**config.mk**
```make
export PLATFORM = sky130hd
export DESIGN_NAME = fabric_crc32_word
export DESIGN_NICKNAME = d
export VERILOG_FILES = /design/src/rtl/fabric_bitstream_pkg.sv /design/src/rtl/fabric_crc32_word.sv
export SDC_FILE = /design/constraint.sdc
export NUM_CORES = 1
export LEC_CHECK = 0
export BUFFER_PORTS_ARGS = -buffer_cell sky130_fd_sc_hd__buf_2
export CAP_MARGIN = 40
export CORE_ASPECT_RATIO = 1.2
export CORE_MARGIN = 2
export CORE_UTILIZATION = 56
export DETAILED_ROUTE_END_ITERATION = 6
export PLACE_DENSITY = 0.88
export SLEW_MARGIN = 20
export SYNTH_ARGS = -nofsm -noshare
export SYNTH_HDL_FRONTEND = slang
export SYNTH_SLANG_ARGS = --single-unit
```
**constraint.sdc**
```tcl
create_clock -name vclk -period 4.7
set_input_delay 0.47 -clock vclk [all_inputs]
set_output_delay 0.47 -clock vclk [all_outputs]
set_load 0.02 [all_outputs]
```
**src/rtl/fabric_bitstream_pkg.sv**
```systemverilog
// Shared types, CRC-32 constants and the single-cycle word-wide CRC update
// used by the bitstream checker.
package fabric_bitstream_pkg;

   typedef enum logic [1:0] {
      IDLE    = 2'd0,
      HEADER  = 2'd1,
      PAYLOAD = 2'd2,
      CRC     = 2'd3
   } state_e;

   typedef enum logic [1:0] {
      ERR_NONE   = 2'd0,
      ERR_HEADER = 2'd1,
      ERR_CRC    = 2'd2
   } err_e;

   localparam logic [31:0] CRC_POLY = 32'h04C1_1DB7;
   localparam logic [31:0] CRC_INIT = 32'hFFFF_FFFF;

   // Non-reflected CRC-32 step over a full word, bit 31 consumed first.
   function automatic logic [31:0] crc32_word(input logic [31:0] crc,
                                              input logic [31:0] data);
      logic [31:0] c;
      logic [31:0] d;
      c = crc;
      d = data;
      for (int unsigned i = 0; i < 32; i++) begin
         if (c[31] ^ d[31]) c = (c << 1) ^ CRC_POLY;
         else               c = c << 1;
         d = d << 1;
      end
      return c;
   endfunction

endpackage

```
**src/rtl/fabric_crc32_word.sv**
```systemverilog
// Combinational one-word CRC-32 update, split out so it can be checked on its own.
module fabric_crc32_word
   import fabric_bitstream_pkg::*;
(
   input  logic [31:0] crc_i,
   input  logic [31:0] data_i,
   output logic [31:0] crc_o
);

   assign crc_o = crc32_word(crc_i, data_i);

endmodule

```
==> flow_summary.yaml <==
layout:
  fin_util_pct: 68.9
  fin_nets: 458
  stdcell_area_mm2: 0.00417
  finalNonFillerCells: 474
  drive_gt1_share_pct: 40.8
  area_delta_synth_final_pct: 19.5
  n_fill_cell: 496
  seq_area_um2: 0
  n_clock_buffer: 0
  seq_cells: 0
  diodes: 0
floorplan:
  rows: 31
  start_util_pct: 57.7
  core_mm2: 0.00605
  die_y_um: 90.5
  die_area_mm2: 0.00688
  die_x_um: 76.1
  io_pins: 96
drt:
  routedWlPerCell_um: 15.8
  drc_errors: 0
  num_vias: 2213
  first_pass_iters: 4
  routed_wl_mm: 7.49
  dr.first_iter.drc_count: 49
  ant_nets: 0
  via_per_inst: 4.67
hold_path:
  hold_path_class: "in2out"
synth:
  yosysSeqAreaShare_pct: 0
  synth_nets: 347
  synth_top_cell_by_area: "xnor2_1"
  synthTopCellsByArea: "xnor2_1 (43%), xnor3_1 (14%), xor2_1 (9.0%), xnor3_2 (7.5%), xnor2_4 (7.1%)"
  synth_cell_types: 11
  yosysTopAreaCellShare_pct: 42.7
  postSynthAreaPerCell_um2: 12.3
  synth_area_mm2: 0.00349
  syn-instance-count: 283
  yosysWarnings: 0
timing:
  slew-limit-headroom_pct: 55.9
  finalMaxSlewViolations: 0
  rsz0062_at_grt: "no"
  period_share_pct: 92.9
  worst_pin_slew_ns: 0.657
  hold_viol_final: 0
  setup_tns_ns: 0
  finalCriticalPeriod_ns: 4.36
  clock.fmax_mhz: 229
  setup_violations: 0
setup_path:
  worstSetupStartpointType: "primary input"
  critical_path_required_ns: 4.23
  crit_type: "in2out"
  end_kind: "output pin"
  crit_arrival_ns: 3.89
  crit_path_top_delay_cell: "xnor3_2"
  slowest_delay_ns: 0.61
  critical_path.top_delay_family: "XOR/XNOR gates"
  crit_chain: "buf_2, xnor2_1, xor3_1, xnor2_2, xnor3_1, xnor2_1, xnor3_2, xor2_1, xnor3_1, buf_2"
  critPathMaxFanout: 6
  crit_buf_inv: 2
grt:
  grt_first_pass_wirelength_mm: 12.1
  antenna_found_initial: 0
  overflow: 0
  grt.total_usage_pct: 21.9
  grt_pass1_vias: 2355
  grt_max_degree: 9
run:
  cap_violations: 0
placed_design:
  gp_congestion: 0.939
  hpwl_mm: 6.84
  portBuffers: 96
  placed_area_mm2: 0.00417
  place_inst: 474
run_status:
  status: "completed"
cts:
  post_cts_buffers: 0
  post_cts_resized: 0
  hold_buffers: 0
==> logic make-up after synthesis <==
group,count (synthesis),synth area share [%]
XOR/XNOR,283,100
==> cell usage after synthesis <==
library cell / n
xnor2_1: 170
xor2_4: 2
xnor2_2: 15
xnor2_4: 9
xor3_2: 1
xnor3_4: 5
xnor3_1: 21
xor2_1: 36
xor3_1: 5
xnor3_2: 11
xor2_2: 8
==> per-stage QoR <==
| step | setup WS, ns | hold slack, ns |
|---|---|---|
| after global routing | 0.194 | 2.04 |
| after detailed placement | 0.328 | 1.97 |
| after global placement | 0.390 | 1.94 |
| after floorplan | 0.410 | 1.65 |
| after CTS | 0.315 | 1.98 |
| final | 0.335 | 1.98 |
==> per-layer routing <==
layer,part of all wire (%),routed length (um),GRT usage [%],vias up
met1,40,3030,26.2,1035
met3,2.5,190,0.300,5
met2,56,4180,44.8,63
met5,0,0,0,-
met4,1.2,90,2.42,0
li1,-,-,-,1110
==> path summary, 6_finish.rpt <==
check,start,to,slack [ns],cells past startpoint
worst max-delay path,crc_i[21],crc_o[14],0.34,10
worst min-delay path,crc_i[31],crc_o[21],1.98,6
==> layout make-up <==
type / count / area (um2) / area share (%)
multi-input cells: 283 / 3490 / 83.7
well taps: 82 / 103 / 2.46
repair buffers: 109 / 578 / 13.9
==> cells in the final DEF, fill, tap and decap left out <==
cell type,Yosys,layout
xor2_1,36,36
xnor3_2,11,11
xnor3_1,21,21
xnor2_1,170,170
xnor2_4,9,9
xor2_2,8,8
xor2_4,2,2
xnor3_4,5,5
xor3_1,5,5
xor3_2,1,1
xnor2_2,15,15
buf_2,0,96
buf_4,0,13
Power is not shown: default switching activity piles up to over one toggle a cycle in this logic, so the estimate is an artifact.
